==> config.mk <==
export PLATFORM = sky130hd
export DESIGN_NAME = frame_fifo_reader
export DESIGN_NICKNAME = d
export VERILOG_FILES = /design/src/rtl/frame_fifo_reader.sv
export SDC_FILE = /design/constraint.sdc
export NUM_CORES = 1
export LEC_CHECK = 0
export ABC_AREA = 1
export ABC_CLOCK_PERIOD_IN_PS = 5150
export CORE_MARGIN = 5
export CORE_UTILIZATION = 49
export DETAILED_ROUTE_END_ITERATION = 10
export PLACE_DENSITY = 0.76
export SLEW_MARGIN = 20
export SYNTH_ARGS = -nofsm -noshare
export SYNTH_HDL_FRONTEND = slang
export SYNTH_SLANG_ARGS = --single-unit
==> constraint.sdc <==
create_clock -name clk -period 5.15 [get_ports clk]
set_input_delay 1.545 -clock clk [delete_from_list [all_inputs] [get_ports clk]]
set_output_delay 1.545 -clock clk [all_outputs]
set_load 0.02 [all_outputs]
==> src/rtl/frame_fifo_reader.sv <==
// Read-side consumer of the switch's frame FIFO: prefetches bytes into a 2-entry
// skid buffer and re-frames the byte+EOD stream into a valid/ready byte stream.
module frame_fifo_reader #(
    parameter int MAX_LEN       = 1518,
    parameter int IFG_CYCLES    = 12,
    parameter int START_TIMEOUT = 2048,
    parameter int CNT_W         = 16
) (
    input  logic             clk,
    input  logic             rst_n,
    input  logic [7:0]       fifo_do,
    input  logic             fifo_eod,
    input  logic             fifo_empty,
    input  logic             fifo_aempty,
    output logic             fifo_re,
    output logic [7:0]       m_data,
    output logic             m_valid,
    output logic             m_last,
    output logic             m_err,
    input  logic             m_ready,
    output logic [CNT_W-1:0] frame_cnt,
    output logic [CNT_W-1:0] trunc_cnt,
    output logic [1:0]       fsm_state
);

    localparam int LEN_W = $clog2(MAX_LEN + 1);
    localparam int TMR_W = $clog2(START_TIMEOUT + 1);
    localparam int GAP_W = (IFG_CYCLES > 1) ? $clog2(IFG_CYCLES) : 1;

    typedef enum logic [1:0] {
        WAIT_START = 2'd0,
        STREAM     = 2'd1,
        DRAIN      = 2'd2,
        GAP        = 2'd3
    } state_t;

    // Where a frame end (normal or after draining) leads.
    localparam state_t END_ST = (IFG_CYCLES == 0) ? WAIT_START : GAP;

    state_t state;
    state_t state_next;

    // Skid buffer: each entry is {eod, data}.
    logic [8:0]       buf_mem [2];
    logic             wr_ptr;
    logic             rd_ptr;
    logic [1:0]       occ;
    logic             in_flight;

    logic [LEN_W-1:0] len_cnt;
    logic [TMR_W-1:0] timer;
    logic [GAP_W-1:0] gap_cnt;

    logic             buf_nonempty;
    logic             head_eod;
    logic             at_max;
    logic             pop;
    logic             frame_end;
    logic             trunc;
    logic             drain_end;
    logic             timer_hit;
    logic             gap_done;
    logic [2:0]       occ_after;

    assign buf_nonempty = (occ != 2'd0);
    assign head_eod     = buf_mem[rd_ptr][8];
    assign at_max       = (len_cnt == LEN_W'(MAX_LEN - 1));
    assign timer_hit    = (timer == TMR_W'(START_TIMEOUT - 1));
    assign gap_done     = (gap_cnt == GAP_W'(IFG_CYCLES - 1));

    assign frame_end = (state == STREAM) && pop && head_eod;
    assign trunc     = (state == STREAM) && pop && at_max && !head_eod;
    assign drain_end = (state == DRAIN) && pop && head_eod;

    // ------------------------------------------------------------------
    // FSM: state register
    // ------------------------------------------------------------------
    always_ff @(posedge clk or negedge rst_n) begin
        if (!rst_n) begin
            state <= WAIT_START;
        end else begin
            state <= state_next;
        end
    end

    // ------------------------------------------------------------------
    // FSM: next-state logic
    // ------------------------------------------------------------------
    always_comb begin
        state_next = state;
        unique case (state)
            WAIT_START: begin
                if (!fifo_aempty || (timer_hit && (!fifo_empty || buf_nonempty))) begin
                    state_next = STREAM;
                end
            end
            STREAM: begin
                if (frame_end) begin
                    state_next = END_ST;
                end else if (trunc) begin
                    state_next = DRAIN;
                end
            end
            DRAIN: begin
                if (drain_end) begin
                    state_next = END_ST;
                end
            end
            GAP: begin
                if (gap_done) begin
                    state_next = WAIT_START;
                end
            end
            default: state_next = WAIT_START;
        endcase
    end

    // ------------------------------------------------------------------
    // FSM: outputs
    // Handshake: a byte transfers on a rising clk edge where m_valid and
    // m_ready are both high; m_valid never waits on m_ready, and while
    // m_valid=1 and m_ready=0 the head entry (data/last/err) is held.
    // ------------------------------------------------------------------
    always_comb begin
        m_valid = 1'b0;
        pop     = 1'b0;
        fifo_re = 1'b0;
        unique case (state)
            STREAM: begin
                m_valid = buf_nonempty;
                pop     = buf_nonempty && m_ready;
            end
            DRAIN: begin
                pop = buf_nonempty;
            end
            default: begin
                m_valid = 1'b0;
                pop     = 1'b0;
            end
        endcase
        // A slot freed by this cycle's pop counts as free, so one read per
        // clock keeps the buffer at one entry and sustains 1 byte/clk.
        if (((state == STREAM) || (state == DRAIN)) && !fifo_empty && (occ_after < 3'd2)) begin
            fifo_re = 1'b1;
        end
    end

    assign occ_after = {1'b0, occ} - {2'b00, pop} + {2'b00, in_flight};

    assign m_data    = buf_mem[rd_ptr][7:0];
    assign m_last    = m_valid && (head_eod || at_max);
    assign m_err     = m_valid && at_max && !head_eod;
    assign fsm_state = state;

    // ------------------------------------------------------------------
    // Skid buffer and read tracking
    // ------------------------------------------------------------------
    always_ff @(posedge clk or negedge rst_n) begin
        if (!rst_n) begin
            buf_mem[0] <= 9'd0;
            buf_mem[1] <= 9'd0;
            wr_ptr     <= 1'b0;
            rd_ptr     <= 1'b0;
            occ        <= 2'd0;
            in_flight  <= 1'b0;
        end else begin
            if (in_flight) begin
                buf_mem[wr_ptr] <= {fifo_eod, fifo_do};
                wr_ptr          <= ~wr_ptr;
            end
            if (pop) begin
                rd_ptr <= ~rd_ptr;
            end
            occ       <= occ + {1'b0, in_flight} - {1'b0, pop};
            in_flight <= fifo_re;
        end
    end

    // ------------------------------------------------------------------
    // Length, timers and statistics
    // ------------------------------------------------------------------
    always_ff @(posedge clk or negedge rst_n) begin
        if (!rst_n) begin
            len_cnt   <= '0;
            timer     <= '0;
            gap_cnt   <= '0;
            frame_cnt <= '0;
            trunc_cnt <= '0;
        end else begin
            if ((state == STREAM) && pop) begin
                len_cnt <= (frame_end || trunc) ? '0 : len_cnt + LEN_W'(1);
            end

            // The start timer only runs in WAIT_START and parks at its limit.
            if (state != WAIT_START) begin
                timer <= '0;
            end else if (!timer_hit) begin
                timer <= timer + TMR_W'(1);
            end

            if (state != GAP) begin
                gap_cnt <= '0;
            end else begin
                gap_cnt <= gap_cnt + GAP_W'(1);
            end

            if (frame_end) begin
                frame_cnt <= frame_cnt + CNT_W'(1);
            end
            if (trunc) begin
                trunc_cnt <= trunc_cnt + CNT_W'(1);
            end
        end
    end

endmodule

==> results of run 1 <==
[worst max-delay path, delay by kind of cell]
kind	cells	cell delay [ns]
adder cells (fa/ha/maj)	2	0.66
AND/OR/NAND/NOR	4	0.42
AO/OA/AOI/OAI	1	0.12
buffers and inverters	3	0.42
[where the power goes]
group          internal, µW  leakage [µW]  switching [µW]
logic                   422       0.00137             625
clock network           235     0.0000935             228
registers               830       0.00107             143
total                  1490       0.00254             996
[layout by cell type (no fill, tap or decap), drive strengths merged]
cell type      instances
nand2                168
dfrtp                 84
inv                   66
nor2                  58
clkdlybuf4s50         56
o21ai                 40
nand3                 37
xor2                  18
nor3                  17
xnor2                 16
clkbuf                13
a21oi                 12
nand4                 12
ha                    11
buf                    6
or2                    2
nor4                   2
nand3b                 1
a21o                   1
o22ai                  1
o21bai                 1
a211oi                 1
o211a                  1
a31oi                  1
a2bb2oi                1
fa                     1
clkinv                 1
bufinv                 1
dlymetal6s2s           1
[per-stage QoR]
| step | setup WS [ns] | power, µW | setup TNS (ns) | area, µm² |
|---|---|---|---|---|
| floorplan | 0.363 | 1630 | 0 | 4510 |
| global placement | -0.402 | 1960 | -0.402 | 5200 |
| detailed placement | -0.437 | 2000 | -0.437 | 5200 |
| CTS | 0.0433 | 2470 | 0 | 5400 |
| global route | 0.260 | 2670 | 0 | 5420 |
| finish | 0.425 | 2480 | 0 | 5420 |
[logic make-up (layout without fill, tap and decap cells)]
family / count (synthesis) / after routing / share of synthesized area
DFF: 84 / 84 / 0.466
and+or+nand+nor: 297 / 297 / 0.293
AOI/OAI and AO/OA: 59 / 59 / 0.0714
buffers and inverters: 74 / 144 / 0.0683
xor gates and xnor gates: 34 / 34 / 0.0661
adders and majority gates: 12 / 12 / 0.0350
[synth_stat cells, drive strengths merged, types with 2 or more instances]
master	count	share of area
a21oi	12	0.013
buf	4	0.0083
clkbuf	4	0.0033
dfrtp	84	0.47
ha	11	0.031
inv	66	0.057
nand2	168	0.15
nand3	37	0.042
nand4	12	0.017
nor2	58	0.061
nor3	17	0.019
nor4	2	0.0028
o21ai	40	0.046
or2	2	0.0028
xnor2	16	0.031
xor2	18	0.035
[per-layer routing]
| layer | wire (µm) | track usage |
|---|---|---|
| met4 | 160 | 0.0601 |
| met3 | 456 | 0.0364 |
| met2 | 4740 | 0.307 |
| met1 | 4380 | 0.234 |
| met5 | 0 | 0 |
[layout make-up]
cell class                      instances  area (µm²)
Multi-Input combinational cell        402        2120
Fill cell                             817        3690
Clock inverter                          2        35.0
Sequential cell                        84        2100
Clock buffer                           13         149
Timing Repair Buffer                   63         622
Inverter                               66         255
Tap cell                              111         139
[what timing repair did]
action,CTS,global route
pin swaps,2,4
cloned,0,0
setup endpoints to repair,1,1
gates resized for setup,6,4
setup buffers,1,0
[path summary, 6_finish.rpt]
check,from,end
min in group asynchronous,rst_n,buf_mem[10]
worst max register to register,fsm_state[0],trunc_cnt[10]
max in group asynchronous,rst_n,trunc_cnt[6]
worst min register to register,gap_cnt[0],gap_cnt[0]
worst max-delay path,m_ready,fifo_re
worst min-delay path,gap_cnt[0],gap_cnt[0]
[registers in the layout, summed over array words and instances, names as in the netlist]
register   cells
buf_mem       18
frame_cnt     16
fsm_state      2
gap_cnt        4
in_flight      1
len_cnt       11
occ            2
rd_ptr         1
timer         12
trunc_cnt     16
wr_ptr         1
==> key figures, run 1 <==
Worst hold path
  – Min-Delay Path Depth: 1
  – Hold/Removal Path Class: reg2reg

Floorplanning
  – Die Y: 106 µm
  – Die area: approximately 0.011 mm²
  – Starting density of the core: 0.495
  – # IOs: 60
  – Core Area: 0.00911 mm²
  – Cell Rows: 35
  – Die width: ~110 µm

Timing
  – Post-layout min period: 4.72 ns
  – FMAX: 212 MHz
  – Crit share post-route: 0.917
  – Final Setup Violations: 0
  – Unrepaired setup endpoints after global routing: no
  – Min Hold Slack: 0.468 ns
  – Pin slew with the least headroom to its limit: 0.761 ns
  – Fin. Hold Viols: 0
  – Max transition margin: 0.492
  – Max Clock Skew: approximately 0.0065 ns
  – Final slew viol count: 0

Drt
  – Post-DR wirelength/cell: 13.1 µm
  – Vias per inst: 5.20
  – Vias: 3854
  – Drt pass-1 iters: 4
  – DRT antenna net count: 0
  – Detailed Route WL: just under 10 mm
  – Residual DRC count: 0
  – DR iter-0 viols: 167

Cells and area
  – P&R area growth vs syn: 20.2%
  – Fraction of layout cells with a size suffix above 1: 0.0730
  – Non-filler cells, final: 741
  – Nets: 652
  – Ant diodes: 0
  – Core Util, Final: 0.595

Clocking
  – CTS tree: yes
  – CTS H-tree depth: 3
  – Root Buffer: clkbuf_8
  – Clock buffer depth: 2
  – CTS clk-pin slew, worst paths: 0.08 ns
  – Hold-fix buffers, CTS: 0
  – Later-pin clock latency in the skew report: 0.35 ns
  – Sink Count: 84
  – Cts bufs inserted: 9

Critical path
  – WS Path Type: in2out
  – Startpoint types: primary input
  – Worst Reg2Reg Path Length in Cells: 13
  – Worst-path cell chain: dlymetal6s2s_1 > a21oi_1 > nor2_1 > nand2_1 > nand2_1 > ha_2 > fa_2 > nor4_4 > buf_4 > buf_4
  – Worst path arrival time: between 3 and 4 ns
  – R2R setup slack: 2.72 ns
  – CP max stage delay: roughly 0.48 ns
  – CP Capture Type: primary output
  – Required @ worst endpoint: 3.61 ns
  – Crit path max fanout: 2
  – CP max-delay cell: fa_2

Synthesis
  – Mapped Nets: 586
  – Sequential share of the synthesized area: 0.466
  – Warnings from Yosys: 0
  – Cell count after synthesis: 560
  – Main synth FF type: dfrtp_1
  – EDFF count, synth: 0
  – #FFs+latches synth: between 80 and 90
  – Mapped Avg Cell Area: 8.05 µm²
  – Cell area after synthesis: ~0.0045 mm²
  – Async SR Flop Fraction: 1.00
  – Unique masters post-synth: 37

GRT
  – Antenna violations before repair: 0
  – Pin count of the biggest net entering global routing: 85
  – Vias in the first global route: 3768
  – Global route overflow: 0
  – First-pass GRT wire length: between 15 and 20 mm
  – Gr usage total: 0.182

Power
  – PwrDens: 458 mW/mm²
  – Worst vdd ir: 0.243 mV
  – Lkg Pwr: roughly 0.0025 µW

Place
  – PortBufs: a little under 60
  – Placed insts: 725
  – Final Wtd Congestion: 0.914
  – Final HPWL DP: a little over 7 mm

Run
  – Max-Cap Viols: 0

Run status
  – Run status: finished, final reports clean
Power figures use the tool's default switching activity.
==> run 2: changes to the inputs <==
PLACE_DENSITY = 0.72   (was 0.76)
REMOVE_ABC_BUFFERS = 1   (was default)
==> key figures, run 2 (synthesis gave the netlist of run 1 again) <==
Run status
  – Run status: finished, final reports clean

Timing
  – Final Setup Violations: 0
  – Final slew viol count: 0
  – Max transition margin: 0.501
  – Pin slew with the least headroom to its limit: around 0.75 ns
  – FMAX: 210 MHz
  – Max Clock Skew: 0.0185 ns
  – Post-layout min period: 4.77 ns
  – Unrepaired setup endpoints after global routing: no
  – Fin. Hold Viols: 0
  – Crit share post-route: 0.925

GRT
  – Gr usage total: 0.178
  – First-pass GRT wire length: approximately 16 mm
  – Antenna violations before repair: 0
  – Pin count of the biggest net entering global routing: 85
  – Global route overflow: 0
  – Vias in the first global route: 3672

Critical path
  – Required @ worst endpoint: 3.61 ns
  – Worst path arrival time: about 3.2 ns
  – WP buf/inv: 2
  – CP max-delay cell: fa_2
  – CP Capture Type: primary output
  – WS Path Type: in2out
  – Crit path max fanout: 2
  – Crit-path leading delay family: simple AND/OR/NAND/NOR gates
  – Worst-path cell chain: dlymetal6s2s_1 > nand2_1 > nand2_2 > nand2_4 > nand2_1 > nand2_1 > ha_2 > fa_2 > xnor2_2 > nor4_4 > buf_4
  – CP max stage delay: 0.38 ns
  – Most used cell, CP: nand2_1
  – Startpoint types: primary input

Clocking
  – CTS clk-pin slew, worst paths: 0.08 ns
  – Sink Count: 84
  – CTS tree: yes
  – Root Buffer: clkbuf_8
  – Cts bufs inserted: 9
  – Hold-fix buffers, CTS: 0
  – Clock buffer depth: 2
  – Later-pin clock latency in the skew report: 0.36 ns
  – CTS H-tree depth: 3

Floorplanning
  – # IOs: 60
  – Starting density of the core: 0.495
  – Core Area: 0.00911 mm²
  – Die Y: 106 µm
  – Die width: about 110 µm
  – Die area: 0.0112 mm²
  – Cell Rows: 35

Drt
  – Residual DRC count: 0
  – Post-DR wirelength/cell: 12.7 µm
  – DRT antenna net count: 0
  – Vias: between 3000 and 4000
  – DR iter-0 viols: 130
  – Detailed Route WL: 9.47 mm
  – Drt pass-1 iters: 4
  – Vias per inst: 5.08

Power
  – Worst vdd ir: 0.201 mV
  – Lkg Pwr: about 0.0026 µW
  – Total Power: 2460 µW
  – PwrDens: 452 mW/mm²

Cells and area
  – Ant diodes: 0
  – Non-filler cells, final: approximately 740
  – Filler cell count: 822
  – Top Registers: buf_mem x18, frame_cnt x16, trunc_cnt x16
  – Largest register FFs: 18
  – P&R area growth vs syn: 20.6%
  – Reg with most FFs: buf_mem
  – Most frequent cells in the layout: 161 x nand2_1, 84 x dfrtp_1, 62 x inv_1, 56 x clkdlybuf4s50_1, 50 x nor2_1
  – Commonest non-fill, non-tap cell in the layout: nand2_1
  – Fraction of layout cells with a size suffix above 1: 0.0853
  – Nets: 654
  – Multi-input gate area in the final layout: 0.00213 mm²
  – Reg area: 0.00210 mm²

Place
  – Placed insts: 725
  – PortBufs: between 50 and 60
  – Final Wtd Congestion: about 0.90
  – Final HPWL DP: 6.74 mm

Worst hold path
  – Hold/Removal Path Class: reg2reg

Run
  – Max-Cap Viols: 0
-- run 2: cell types whose count changed in the layout (fill, tap and decap cells not counted) --
cell / change
a21oi_2: +1
clkinv_4: +1
a21oi_1: -1
clkinv_2: +2
clkinvlp_4: +1
clkbuf_8: -1
xnor2_1: -1
buf_4: +2
xnor2_2: +1
bufinv_16: -1
clkbuf_1: -3
inv_6: +2
-- run 2: cell type report --
| class | instances | area share |
|---|---|---|
| clock buffers | 9 | 0.0228 |
| clock inverters | 7 | 0.00898 |
| inverters | 66 | 0.0470 |
| multi-input cells | 402 | 0.392 |
| flip-flops and latches | 84 | 0.387 |
| well taps | 111 | 0.0256 |
| repair buffers | 65 | 0.117 |
-- run 2: routing by layer --
metal | wire length [µm] | vias up | track usage
li1 | - | 1919 | -
met1 | 4490 | 1781 | 0.230
met2 | 4490 | 68 | 0.295
met3 | 348 | 14 | 0.0352
met4 | 143 | 0 | 0.0712
met5 | 0 | - | 0
-- run 2: where the power goes --
part | internal, µW | leakage [µW] | switching [µW] | total, µW
Sequential | 830 | 0.00107 | 142 | 972
Clock | 177 | 0.0000898 | 245 | 422
Combinational | 441 | 0.00139 | 624 | 1060
-- run 2: what timing repair did --
action                                  CTS  global route
resized for setup                         6             7
pin swaps                                 0             4
endpoints found under the setup margin    1             1
buffers inserted                          0             3
-- run 2: worst paths after layout --
| check | from | endpoint | slack, ns | depth (start not counted) |
|---|---|---|---|---|
| max | m_ready | fifo_re | 0.38 | 11 |
| max in group asynchronous | rst_n | frame_cnt[1] | 3.41 | 1 |
| min in group asynchronous | rst_n | buf_mem[14] | 1.24 | 1 |
| min | gap_cnt[0] | gap_cnt[0] | 0.46 | 1 |
| max reg2reg | fsm_state[0] | in_flight | 2.61 | 12 |
| min reg2reg | gap_cnt[0] | gap_cnt[0] | 0.46 | 1 |
-- run 2: through the flow --
step | hold slack, ns | worst slack (ns) | setup TNS (ns) | instance area, µm² | util
2_1_floorplan | 0.429 | 0.363 | 0 | 4450 | -
3_5_place_dp | 0.454 | -0.468 | -0.468 | 5200 | 0.571
4_1_cts | 0.467 | 0.0484 | 0 | 5380 | 0.590
3_3_place_gp | 0.441 | -0.332 | -0.332 | 5200 | 0.571
6_report | 0.460 | 0.385 | 0 | 5430 | 0.597
5_1_grt | 0.511 | 0.245 | 0 | 5430 | 0.597
==> run 3: changes to the inputs <==
RECOVER_POWER = 100   (was default)
REMOVE_ABC_BUFFERS = default   (was 1)
==> key figures, run 3 (synthesis gave the netlist of run 1 again) <==
Run status
  – Run status: complete, but fails checks
  – Failing checks: capacitance limit, slew limit

Power
  – Lkg Pwr: ~0.0026 µW
  – Logic pwr share: 0.400
  – Sequential power share: 0.400
  – Worst vdd ir: 0.238 mV
  – Sw frac: 0.397
  – Internal: 1450 µW
  – Switching Power: 958 µW
  – PwrDens: approximately 450 mW/mm²
  – Total Power: 2410 µW
  – Clock power share: 0.200

Cells and area
  – Multi-input gate area in the final layout: between 0.002 and 0.0025 mm²
  – Reg area: 0.00210 mm²
  – Ant diodes: 0
  – Reg with most FFs: buf_mem
  – Nets: 652
  – Commonest non-fill, non-tap cell in the layout: nand2_1
  – Most frequent cells in the layout: 163 x nand2_1, 84 x dfrtp_1, 63 x inv_1, 54 x nor2_1, 52 x dlygate4sd3_1
  – Fraction of layout cells with a size suffix above 1: 0.0556
  – Top Registers: buf_mem x18, frame_cnt x16, trunc_cnt x16
  – Filler cell count: ~830
  – P&R area growth vs syn: 18.9%
  – Largest register FFs: 18

Drt
  – Detailed Route WL: approximately 9.5 mm
  – Drt pass-1 iters: 5
  – Residual DRC count: 0
  – DR iter-0 viols: 112
  – Vias per inst: 5.14
  – Vias: about 3800
  – DRT antenna net count: 0
  – Post-DR wirelength/cell: 12.8 µm

Clocking
  – Sink Count: 84
  – Later-pin clock latency in the skew report: 0.36 ns
  – CTS tree: yes
  – Root Buffer: clkbuf_8
  – Hold-fix buffers, CTS: 0
  – Clock buffer depth: 2
  – Cts bufs inserted: 9
  – CTS clk-pin slew, worst paths: 0.07 ns
  – CTS H-tree depth: 3

Critical path
  – WS Path Type: in2out
  – CP max-delay cell: fa_1
  – RR Endpoint: trunc_cnt[10]
  – Worst-path cell chain: clkdlybuf4s50_1 > nand2_1 > nand2_2 > nand2_4 > nand2_1 > nand2_1 > ha_1 > fa_1 > nor4_4 > buf_4
  – CP max stage delay: roughly 0.49 ns
  – Worst Setup EP: fifo_re
  – Worst path arrival time: 3.47 ns
  – Worst setup startpoint: m_ready
  – CP Capture Type: primary output
  – Required @ worst endpoint: 3.61 ns
  – Crit path max fanout: 2
  – Most used cell, CP: nand2_1
  – Crit-path leading delay family: adder cells
  – Worst Reg2Reg Path Length in Cells: 13
  – Startpoint types: primary input
  – RR Startpoint: fsm_state[0]
  – WP buf/inv: 2
  – R2R setup slack: 1.58 ns
  – Levels on crit path: 10

GRT
  – GRT met2 Usage: 0.293
  – First-pass GRT wire length: 16.6 mm
  – Gr usage total: 0.180
  – Met3 usage: 0.0431
  – Global route hottest layer: met2
  – Vias in the first global route: 3714
  – Grt met1 use: 0.232
  – Global route overflow: 0
  – Pin count of the biggest net entering global routing: 85
  – Antenna violations before repair: 0

Floorplanning
  – Core Area: 0.00911 mm²
  – Die Y: 106 µm
  – Starting density of the core: 0.495
  – Die area: 0.0112 mm²
  – Die width: 106 µm
  – Cell Rows: 35
  – # IOs: 60

Timing
  – Crit share post-route: 0.975
  – Max transition margin: -0.354
  – Max Clock Skew: 0.0107 ns
  – FMAX: 199 MHz
  – Pin slew with the least headroom to its limit: about 2.0 ns
  – Final slew viol count: 85
  – Min Hold Slack: 0.463 ns
  – Fin. Hold Viols: 0
  – Post-layout min period: 5.02 ns
  – Final Setup Violations: 0

Place
  – PortBufs: 59
  – Final HPWL DP: 6.80 mm
  – Final Wtd Congestion: 0.878

Worst hold path
  – Hold/Removal Path Class: reg2reg
  – Min-Delay Path Depth: 1

Run
  – Max-Cap Viols: 1
-- run 3: changes by cell type in the layout (fill, tap and decap cells not counted), moves of 2 or more --
cell and change:
dlygate4sd3_1 +52, inv_6 -3, o21ai_0 +2, nand2_1 +2
buf_4 -4, clkinv_2 -3, nor2_1 +4, nor2_8 -2
clkbuf_1 +2, clkdlybuf4s50_1 -51, clkbuf_8 +2, nand2_2 -2
clkinvlp_2 +2
-- run 3: how the worst min path moves through the flow --
stage / start / end
finish: gap_cnt[0] / gap_cnt[0]
global route: gap_cnt[0] / gap_cnt[0]
CTS: gap_cnt[0] / gap_cnt[0]
detailed placement: gap_cnt[0] / gap_cnt[0]
global placement: gap_cnt[0] / gap_cnt[0]
floorplan: gap_cnt[0] / gap_cnt[0]
-- run 3: power by group through the flow --
stage / combinational, µW / sequential (µW) / clock (µW)
floorplan: 652 / 980 / 0
global placement: 995 / 973 / 0
detailed placement: 1020 / 980 / 0
CTS: 1030 / 969 / 494
global route: 1090 / 994 / 520
finish: 964 / 965 / 483
-- run 3: per-layer routing --
layer / up-vias / wire (µm)
li1: 1916 / -
met3: 14 / 507
met5: - / 0
met2: 97 / 4570
met1: 1781 / 4290
met4: 0 / 121
-- run 3: layout make-up --
type | instances | area share
clock inverters | 3 | 0.00864
inverters | 66 | 0.0467
flip-flops and latches | 84 | 0.392
well taps | 111 | 0.0259
multi-input cells | 402 | 0.384
clock buffers | 12 | 0.0290
repair buffers | 63 | 0.114
-- run 3: repair_timing --
action | in CTS | in global routing
setup buffers | 0 | 0
pin swaps | 0 | 1
endpoints found under the setup margin | 1 | 1
resized for setup | 6 | 2
-- run 3: stage by stage --
step / worst slack, ns / TNS, ns / cell area (µm²) / std cells / util
2_1_floorplan: 0.363 / 0 / 4510 / 560 / -
4_1_cts: 0.0744 / 0 / 5410 / 741 / 0.594
3_3_place_gp: -0.364 / -0.364 / 5210 / 726 / 0.572
3_5_place_dp: -0.466 / -0.466 / 5210 / 726 / 0.572
6_report: 0.131 / 0 / 5360 / 741 / 0.588
5_1_grt: -0.00518 / -0.00518 / 5360 / 741 / 0.588
